===== config.mk =====
export PLATFORM = sky130hd
export DESIGN_NAME = inst_fetch_unit_flat
export DESIGN_NICKNAME = d
export VERILOG_FILES = /design/src/rtl/inst_fetch_unit_if.sv /design/src/rtl/inst_fetch_unit.sv /design/src/flat_wrapper.sv
export SDC_FILE = /design/constraint.sdc
export NUM_CORES = 1
export LEC_CHECK = 0
export ABC_AREA = 1
export CORE_ASPECT_RATIO = 0.6
export CORE_UTILIZATION = 52
export DETAILED_ROUTE_END_ITERATION = 7
export GPL_TIMING_DRIVEN = 0
export MAX_ROUTING_LAYER = met4
export PLACE_DENSITY = 0.85
export SYNTH_ARGS = -nofsm -noshare
export SYNTH_HDL_FRONTEND = slang
export SYNTH_SLANG_ARGS = --single-unit

===== constraint.sdc =====
create_clock -name clk -period 3.6 [get_ports clk]
set_input_delay 0.36 -clock clk [delete_from_list [all_inputs] [get_ports clk]]
set_output_delay 0.36 -clock clk [all_outputs]
set_load 0.1 [all_outputs]

===== src/rtl/inst_fetch_unit_if.sv =====
// rtl/inst_fetch_unit_if.sv - fetch unit bus bundle: imem req/ack, decode valid/ready, redirect
// master is the fetch unit; slave is the memory/decode/redirect side.
interface inst_fetch_unit_if #(
    parameter int PC_WIDTH = 32
);
    logic                imem_req;
    logic [PC_WIDTH-1:0] imem_addr;
    logic                imem_ack;
    logic [31:0]         imem_rdata;

    logic                inst_valid;
    logic                inst_ready;
    logic [31:0]         instr;
    logic [5:0]          opcode;
    logic [5:0]          funct;
    logic [PC_WIDTH-1:0] pc_out;
    logic [PC_WIDTH-1:0] pc_plus4;

    logic                redir_valid;
    logic [PC_WIDTH-1:0] redir_pc;
    logic                align_err;

    modport master (
        output imem_req, imem_addr,
        input  imem_ack, imem_rdata,
        output inst_valid, instr, opcode, funct, pc_out, pc_plus4,
        input  inst_ready,
        input  redir_valid, redir_pc,
        output align_err
    );

    modport slave (
        input  imem_req, imem_addr,
        output imem_ack, imem_rdata,
        input  inst_valid, instr, opcode, funct, pc_out, pc_plus4,
        output inst_ready,
        output redir_valid, redir_pc,
        input  align_err
    );
endinterface


===== src/rtl/inst_fetch_unit.sv =====
// rtl/inst_fetch_unit.sv - PC holder, single-outstanding instruction fetch and decode issue
// Redirects resolved downstream retarget the PC; an in-flight request is completed then dropped.
module inst_fetch_unit #(
    parameter int                  PC_WIDTH = 32,
    parameter logic [PC_WIDTH-1:0] RESET_PC = '0
) (
    input  logic              clk,
    input  logic              rst_n,
    inst_fetch_unit_if.master bus
);
    typedef enum logic [1:0] {IDLE, FETCH, DISCARD, VALID} state_t;

    state_t              state_q;
    logic [PC_WIDTH-1:0] pc_q;
    logic [PC_WIDTH-1:0] addr_q;
    logic [PC_WIDTH-1:0] pc_out_q;
    logic [PC_WIDTH-1:0] pc_plus4_q;
    logic [31:0]         instr_q;
    logic                req_q;
    logic                valid_q;
    logic                align_err_q;

    logic                redir;
    logic [PC_WIDTH-1:0] redir_pc_d;
    logic [PC_WIDTH-1:0] pc_inc_d;

    assign redir      = bus.redir_valid;
    assign redir_pc_d = {bus.redir_pc[PC_WIDTH-1:2], 2'b00};
    assign pc_inc_d   = pc_q + PC_WIDTH'(4);

    always_ff @(posedge clk or negedge rst_n) begin
        if (!rst_n) begin
            state_q     <= IDLE;
            pc_q        <= RESET_PC;
            addr_q      <= RESET_PC;
            pc_out_q    <= RESET_PC;
            pc_plus4_q  <= RESET_PC + PC_WIDTH'(4);
            instr_q     <= '0;
            req_q       <= 1'b0;
            valid_q     <= 1'b0;
            align_err_q <= 1'b0;
        end else begin
            align_err_q <= redir && (bus.redir_pc[1:0] != 2'b00);
            if (redir) begin
                pc_q <= redir_pc_d;
            end
            case (state_q)
                IDLE: begin
                    state_q <= FETCH;
                    req_q   <= 1'b1;
                    addr_q  <= redir ? redir_pc_d : pc_q;
                end
                FETCH: begin
                    if (bus.imem_ack) begin
                        if (redir) begin
                            // Returned word is stale; reissue at the new target right away.
                            addr_q <= redir_pc_d;
                        end else begin
                            instr_q    <= bus.imem_rdata;
                            pc_out_q   <= pc_q;
                            pc_plus4_q <= pc_inc_d;
                            valid_q    <= 1'b1;
                            req_q      <= 1'b0;
                            state_q    <= VALID;
                        end
                    end else if (redir) begin
                        state_q <= DISCARD;
                    end
                end
                DISCARD: begin
                    if (bus.imem_ack) begin
                        state_q <= FETCH;
                        addr_q  <= redir ? redir_pc_d : pc_q;
                    end
                end
                VALID: begin
                    if (redir) begin
                        valid_q <= 1'b0;
                        req_q   <= 1'b1;
                        addr_q  <= redir_pc_d;
                        state_q <= FETCH;
                    end else if (bus.inst_ready) begin
                        pc_q    <= pc_inc_d;
                        addr_q  <= pc_inc_d;
                        valid_q <= 1'b0;
                        req_q   <= 1'b1;
                        state_q <= FETCH;
                    end
                end
                default: state_q <= IDLE;
            endcase
        end
    end

    assign bus.imem_req   = req_q;
    assign bus.imem_addr  = addr_q;
    assign bus.inst_valid = valid_q;
    assign bus.instr      = instr_q;
    assign bus.opcode     = instr_q[31:26];
    assign bus.funct      = instr_q[5:0];
    assign bus.pc_out     = pc_out_q;
    assign bus.pc_plus4   = pc_plus4_q;
    assign bus.align_err  = align_err_q;
endmodule


===== src/flat_wrapper.sv =====
// flat-port wrapper written by rule: the top's interface ports become plain ports
module inst_fetch_unit_flat 
#(
    parameter int                  PC_WIDTH = 32,
    parameter logic [PC_WIDTH-1:0] RESET_PC = '0
)
  (clk, rst_n, bus_imem_req, bus_imem_addr, bus_imem_ack, bus_imem_rdata, bus_inst_valid, bus_instr, bus_opcode, bus_funct, bus_pc_out, bus_pc_plus4, bus_inst_ready, bus_redir_valid, bus_redir_pc, bus_align_err);
  inst_fetch_unit_if #(.PC_WIDTH(PC_WIDTH)) bus_i ();
  input  logic clk;
  input  logic rst_n;
  output wire logic [$bits(bus_i.imem_req)-1:0] bus_imem_req;
  output wire logic [$bits(bus_i.imem_addr)-1:0] bus_imem_addr;
  input wire logic [$bits(bus_i.imem_ack)-1:0] bus_imem_ack;
  input wire logic [$bits(bus_i.imem_rdata)-1:0] bus_imem_rdata;
  output wire logic [$bits(bus_i.inst_valid)-1:0] bus_inst_valid;
  output wire logic [$bits(bus_i.instr)-1:0] bus_instr;
  output wire logic [$bits(bus_i.opcode)-1:0] bus_opcode;
  output wire logic [$bits(bus_i.funct)-1:0] bus_funct;
  output wire logic [$bits(bus_i.pc_out)-1:0] bus_pc_out;
  output wire logic [$bits(bus_i.pc_plus4)-1:0] bus_pc_plus4;
  input wire logic [$bits(bus_i.inst_ready)-1:0] bus_inst_ready;
  input wire logic [$bits(bus_i.redir_valid)-1:0] bus_redir_valid;
  input wire logic [$bits(bus_i.redir_pc)-1:0] bus_redir_pc;
  output wire logic [$bits(bus_i.align_err)-1:0] bus_align_err;
  assign bus_imem_req = bus_i.imem_req;
  assign bus_imem_addr = bus_i.imem_addr;
  assign bus_i.imem_ack = bus_imem_ack;
  assign bus_i.imem_rdata = bus_imem_rdata;
  assign bus_inst_valid = bus_i.inst_valid;
  assign bus_instr = bus_i.instr;
  assign bus_opcode = bus_i.opcode;
  assign bus_funct = bus_i.funct;
  assign bus_pc_out = bus_i.pc_out;
  assign bus_pc_plus4 = bus_i.pc_plus4;
  assign bus_i.inst_ready = bus_inst_ready;
  assign bus_i.redir_valid = bus_redir_valid;
  assign bus_i.redir_pc = bus_redir_pc;
  assign bus_align_err = bus_i.align_err;
  inst_fetch_unit #(.PC_WIDTH(PC_WIDTH), .RESET_PC(RESET_PC)) u_core (.clk(clk), .rst_n(rst_n), .bus(bus_i));
endmodule

==> flow_summary.toml, run 1 <==
[routing]
vias_per_cell = 5.56
wl_met2_um = 11000
top_layer = "met4"
vias = 8285
drtIter0Drc = 1061
m1WireLength_um = 11900
ant_nets = 0
route.met3.wl_um = 3780
first_pass_iters = 6
drc = 0
drt-wirelength-per-cell_um = 18.2
drt-total-wl_um = 27100

[clock_network]
clkTransAtPathRegs_ps = 70
clk_root_buffer_cell = "clkbuf_16"
cts_tree = "built"
clockBufferDepth = 2
cts_resized = 0
clkSinkCount = 163
post_cts_buffers = 0
clk_latency_ps = 440
cts_made_buffers = 17
cts_max_level = 4
hold_buffers = 1

[setup_path]
crit_fanout = 2
path_buf_inv = 1
worstSetupPathType = "reg2out"
critPathArrivalTime_ps = 2100
critPathLaunchType = "flip-flop"
crit_slowest_cell = "clkdlybuf4s50_1"
worstPathCellList = "clkdlybuf4s50_1"
endpoint_kind = "output port"
cp.required_ps = 3240
cp_slowest_stage_delay_ps = 1130
cp_top_family = "buffers and inverters"

[final_layout]
fin_util_pct = 74.2
num-nets-final = 1348
area_delta_synth_final_pct = 37.1
layout_common_cells = "nand2_1, clkdlybuf4s50_1, dfrtp_1, o21ai_0, nor2_1"
final_cells = 1489
drive_gt1_share_pct = 7.05
regArea_um2 = 4080
final_common_cell = "nand2_1"
multi_input_area_um2 = 3340
diodes = 0
num-fill-cells = 1117

[placed_design]
globalplace.congestion = 0.990
place_inst = 1456
dp_hpwl_um = 20000
portBuffers = 211

[sta]
min_period_ps = 2460
clock_skew_ps = 8.69
worstMarginPinSlew_ps = 1080
slew_headroom_pct = 27.9
rsz0062_at_grt = "false"
setup_viol = 0
fin_crit_sh_pct = 68.2
slew_viol_final = 0
hold_slack_ps = 457
hold_viol_final = 0
fmax_mhz = 407

[yosys]
synthArstFlopShare_pct = 100
syn-instance-count = 1046
synth_cell_types = 34
synth_flop_cell = "dfrtp_1"
ys_ff_latch = 163
synth_seq_area_share_pct = 51.0
synth_fp_nets = 1116
ys_warn_count = 0
syn-cell-area_um2 = 8000
postSynthAreaPerCell_um2 = 7.64
synth_edf_count = 0

[floorplan]
dieHeight_um = 98.1
initial_utilization_pct = 54.2
dieArea_um2 = 15900
rows = 34
core-area_um2 = 14800
io_pins = 212
die_w_um = 162

[global_routing]
grt_max_degree = 88
grt_pass1_wl_um = 42700
grt_pass1_vias = 7807
antenna_found_initial = 0
grt_usage_pct = 36.8
gr-total-overflow = 0

[run]
cap_violations = 0

[hold_path]
min_path_type = "in2reg"

[outcome]
status = "complete, no violations"
synthesized netlist by cell type (2+ instances only):
cell type | count | area [um^2]
dfrtp_1 | 162 | 4050
a31oi_1 | 12 | 75.1
nand2_1 | 418 | 1570
o21a_1 | 4 | 30.0
nor2_4 | 2 | 22.5
buf_1 | 4 | 15.0
nor2_1 | 106 | 398
nor2_2 | 4 | 25.0
clkbuf_1 | 22 | 82.6
buf_2 | 22 | 110
a211oi_1 | 6 | 45.0
inv_2 | 4 | 15.0
o31ai_1 | 2 | 15.0
o21ai_1 | 8 | 40.0
buf_4 | 14 | 105
a41oi_1 | 3 | 26.3
xor2_1 | 11 | 96.3
o21ai_0 | 111 | 556
a211oi_2 | 9 | 113
a21oi_1 | 25 | 125
nand3_1 | 20 | 100
a32o_1 | 2 | 20.0
inv_1 | 64 | 240
per-layer routing:
metal	vias up	global-route usage [%]
met5	-	-
met4	0	9.07
met3	47	11.4
met2	571	50.4
met1	3877	52.7
li1	3790	-
per-stage QoR:
step	TNS (ps)	instance area [um^2]	setup WS (ps)
6_report	0	11000	1140
5_1_grt	0	11000	1130
4_1_cts	0	11000	1140
3_5_place_dp	0	10400	1080
3_3_place_gp	-715930	10400	-4430
2_1_floorplan	0	8000	1900
worst paths after layout:
path                                        startpoint                        to  slack [ps]  cells after the start
max in group asynchronous                        rst_n  u_core.bus.imem_addr[15]        2240                      3
worst min-delay path                bus_imem_rdata[13]      u_core.bus.instr[13]         460                      3
min in group asynchronous                        rst_n      u_core.bus.pc_out[9]         510                      2
worst max-delay path            u_core.bus.pc_plus4[2]           bus_pc_plus4[2]        1140                      1
worst min register to register    u_core.bus.instr[21]      u_core.bus.instr[21]         470                      2
worst max register to register       u_core.state_q[0]   u_core.bus.imem_addr[8]        1240                      7
logic make-up after synthesis:
family	after synthesis	share of synthesized area, %
AOI/OAI and AO/OA	185	13.4
and+or+nand+nor	555	27.0
xor gates and xnor gates	11	1.20
buffers and inverters	131	7.24
adders and majority gates	1	0.156
DFF	163	51.0
layout make-up:
cell class	count	area share [%]
repair buffers	213	19.7
plain buffers	63	2.96
multi-input cells	752	30.4
clock inverters	12	1.13
well taps	198	2.26
flip-flops and latches	163	37.2
inverters	68	2.33
clock buffers	20	3.98
sequential cells by signal, summed over array words and instances, names as in the netlist, 2 cells and up:
name                  cells
u_core.bus.imem_addr     32
u_core.bus.instr         32
u_core.bus.pc_out        30
u_core.bus.pc_plus4      32
u_core.pc_q              32
u_core.state_q            2
Power of run 1 is left out: the tool's default activity adds up to more than one toggle a clock period on the data nets, which glitch-free logic cannot reach.
==> run 2: changes to the inputs <==
- CORE_UTILIZATION: 52 -> 49
- PLACE_DENSITY: 0.85 -> 0.81
- clock period: 3.6 -> 2.45 ns (I/O delays scaled with it)
==> flow_summary.toml, run 2 (synthesized netlist as in run 1, its figures left out) <==
[outcome]
status = "complete, no violations"

[sta]
fmax_mhz = 430
slew_headroom_pct = 30.4
min_period_ps = 2320
fin_crit_sh_pct = 94.8
slew_viol_final = 0
fin_setup_tns_ps = 0
hold_slack_ps = 333
setup_viol = 0
hold_viol_final = 0
worstMarginPinSlew_ps = 1040
rsz0062_at_grt = "false"
clock_skew_ps = 13.1

[clock_network]
clk_latency_ps = 430
clkSinkCount = 163
cts_made_buffers = 17
post_cts_buffers = 0
cts_max_level = 4
clockBufferDepth = 2
clk_root_buffer_cell = "clkbuf_16"
clkTransAtPathRegs_ps = 70
cts_tree = "built"
cts_resized = 0

[routing]
drc = 0
first_pass_iters = 7
vias = 8175
drtIter0Drc = 951
ant_nets = 0
drt-total-wl_um = 27700
vias_per_cell = 5.48
drt-wirelength-per-cell_um = 18.6

[final_layout]
num-nets-final = 1348
diodes = 0
num-fill-cells = 1249
layout_common_cells = "nand2_1, clkdlybuf4s50_1, dfrtp_1, o21ai_0, nor2_1"
final_common_cell = "nand2_1"
fin_util_pct = 70.1
drive_gt1_share_pct = 7.05
final_cells = 1493
area_delta_synth_final_pct = 37.1

[setup_path]
crit_slowest_cell = "clkdlybuf4s50_1"
cp.required_ps = 2200
reg2reg_from = "u_core.state_q[0]"
ff2ff_path_depth = 7
critPathLaunchType = "flip-flop"
cp_top_family = "buffers and inverters"
worstSetupPathType = "reg2out"
cp_slowest_stage_delay_ps = 1120
worstPathCellList = "clkdlybuf4s50_1"
critPathArrivalTime_ps = 2080
crit_fanout = 2
rr_endpoint = "u_core.bus.imem_addr[8]"
r2r_slack_ps = 140
endpoint_kind = "output port"
path_buf_inv = 1

[floorplan]
core-area_um2 = 15600
die_w_um = 167
rows = 35
initial_utilization_pct = 51.1
io_pins = 212
dieArea_um2 = 16900
dieHeight_um = 101

[global_routing]
antenna_found_initial = 0
grt_pass1_wl_um = 42600
grt_pass1_vias = 7635
gr-total-overflow = 0
grt_usage_pct = 34.9
grt_max_degree = 101

[placed_design]
portBuffers = 211
globalplace.congestion = 0.966
dp_hpwl_um = 20400
place_inst = 1461

[run]
cap_violations = 0

[hold_path]
min_path_type = "in2async"
-- run 2: worst max-delay path by stage --
stage	startpoint	to	slack [ps]	cells past startpoint
after floorplan	u_core.state_q[0]	u_core.bus.imem_addr[0]	830	8
after global placement	rst_n	u_core.bus.instr[10]	-5490	1
after detailed placement	bus_redir_valid	u_core.bus.imem_addr[0]	50	8
after CTS	u_core.bus.pc_plus4[2]	bus_pc_plus4[2]	120	1
after global routing	u_core.pc_q[2]	u_core.bus.imem_addr[12]	90	10
final	u_core.bus.pc_plus4[2]	bus_pc_plus4[2]	130	1
-- run 2: cell type report --
class	count	area, um^2	area share (%)
multi-input combinational	752	3340	30.4
inverter	68	255	2.33
buffer	63	324	2.96
timing repair buffer	213	2150	19.7
sequential	163	4080	37.2
clock inverter	12	124	1.13
clock buffer	19	433	3.95
tap	203	254	2.32
-- run 2: repair_timing --
| item | in CTS | in global routing |
|---|---|---|
| hold buffers | 1 | 0 |
| setup endpoints to repair | 0 | 0 |
| hold endpoints to repair | 62 | 0 |
-- run 2: metrics by stage --
step,setup WS [ps],cell area [um^2]
after global placement,-5490,10400
after floorplan,833,8000
final,126,11000
after detailed placement,53.9,10400
after CTS,118,11000
after global routing,91.8,11000
-- run 2: routing by layer --
| layer | vias to the layer above | part of all wire, % | wire length (um) | track usage (%) |
|---|---|---|---|---|
| li1 | 3775 | - | - | - |
| met1 | 3834 | 45 | 12600 | 50.8 |
| met2 | 524 | 39 | 10900 | 45.6 |
| met3 | 42 | 14 | 3900 | 12.3 |
| met4 | 0 | 1.1 | 310 | 7.76 |
| met5 | - | 0 | 0 | - |
Power of run 2 is left out for the same reason.
==> run 3: changes to the inputs <==
- GPL_ROUTABILITY_DRIVEN: not set -> 0
==> flow_summary.toml, run 3 (synthesized netlist as in run 1, its figures left out) <==
[setup_path]
crit_fanout = 2
crit_slowest_cell = "clkdlybuf4s50_1"
cp_slowest_stage_delay_ps = 1120
worstSetupPathType = "reg2out"
r2r_slack_ps = 200
path_buf_inv = 1
cp_top_family = "buffers and inverters"
worstPathCellList = "clkdlybuf4s50_1"
cp.required_ps = 2200
critPathLaunchType = "flip-flop"
critPathArrivalTime_ps = 2070
endpoint_kind = "output port"

[floorplan]
io_pins = 212
core-area_um2 = 15600
dieHeight_um = 101
dieArea_um2 = 16900
initial_utilization_pct = 51.1
rows = 35
die_w_um = 167

[clock_network]
cts_made_buffers = 17
clk_root_buffer_cell = "clkbuf_16"
cts_resized = 0
clkTransAtPathRegs_ps = 70
clockBufferDepth = 2
clkSinkCount = 163
cts_max_level = 4
post_cts_buffers = 0
cts_tree = "built"
clk_latency_ps = 430

[routing]
ant_nets = 0
wl_met2_um = 10400
drt-wirelength-per-cell_um = 17.6
route.met3.wl_um = 3850
top_layer = "met4"
vias_per_cell = 5.50
drt-total-wl_um = 26200
drtIter0Drc = 1069
m1WireLength_um = 11600
vias = 8215
first_pass_iters = 6
drc = 0

[sta]
fmax_mhz = 431
slew_viol_final = 0
hold_viol_final = 0
fin_setup_tns_ps = 0
rsz0062_at_grt = "false"
worstMarginPinSlew_ps = 1010
fin_crit_sh_pct = 94.7
clock_skew_ps = 13.5
setup_viol = 0
slew_headroom_pct = 32.4
min_period_ps = 2320

[final_layout]
final_common_cell = "nand2_1"
drive_gt1_share_pct = 7.13
diodes = 0
layout_common_cells = "nand2_1, clkdlybuf4s50_1, dfrtp_1, o21ai_0, nor2_1"
num-nets-final = 1348
area_delta_synth_final_pct = 36.9

[placed_design]
dp_hpwl_um = 19600
portBuffers = 211

[global_routing]
grt_max_degree = 102
grt_usage_pct = 33.1
antenna_found_initial = 0
grt_pass1_wl_um = 41000
gr-total-overflow = 0
grt_pass1_vias = 7623

[hold_path]
min_path_type = "in2async"

[run]
cap_violations = 0

[outcome]
status = "complete, no violations"
-- run 3: per-layer routing --
layer  up-vias  track usage (%)
met5         -                -
met4         0             9.40
met3        54             11.9
met2       538             44.0
met1      3839             46.7
li1       3784                -
-- run 3: final cells by class --
class	count	area, um^2
buffer	63	324
multi-input combinational	752	3340
inverter	68	255
sequential	163	4080
fill	1274	4680
tap	203	254
timing repair buffer	213	2150
clock buffer	20	447
clock inverter	12	97.6
-- run 3: what timing repair did --
action                                  in CTS  in global routing
hold endpoints to repair                    62                  0
endpoints found under the setup margin       0                  0
hold buffers                                 1                  0
-- run 3: metrics by stage --
stage	setup WS [ps]	utilization [%]	cell area [um^2]	hold slack, ps	cells
detailed placement	111	66.5	10400	215	1461
finish	130	70.0	10900	336	1494
global route	105	70.0	10900	359	1494
CTS	122	70.0	10900	357	1494
floorplan	833	-	8000	-50.6	1046
global placement	-5540	66.3	10400	454	1460
-- run 3: path summary, 6_finish.rpt --
path	start	end	cells past startpoint
hold / removal	rst_n	u_core.bus.pc_out[10]	2
min in group clk	bus_imem_rdata[11]	u_core.bus.instr[11]	3
hold reg to reg	u_core.bus.instr[17]	u_core.bus.instr[17]	2
setup reg to reg	u_core.state_q[0]	u_core.bus.imem_addr[8]	7
setup / recovery	u_core.bus.pc_plus4[2]	bus_pc_plus4[2]	1
max in group asynchronous	rst_n	u_core.bus.imem_addr[29]	3
Power of run 3 is left out for the same reason.
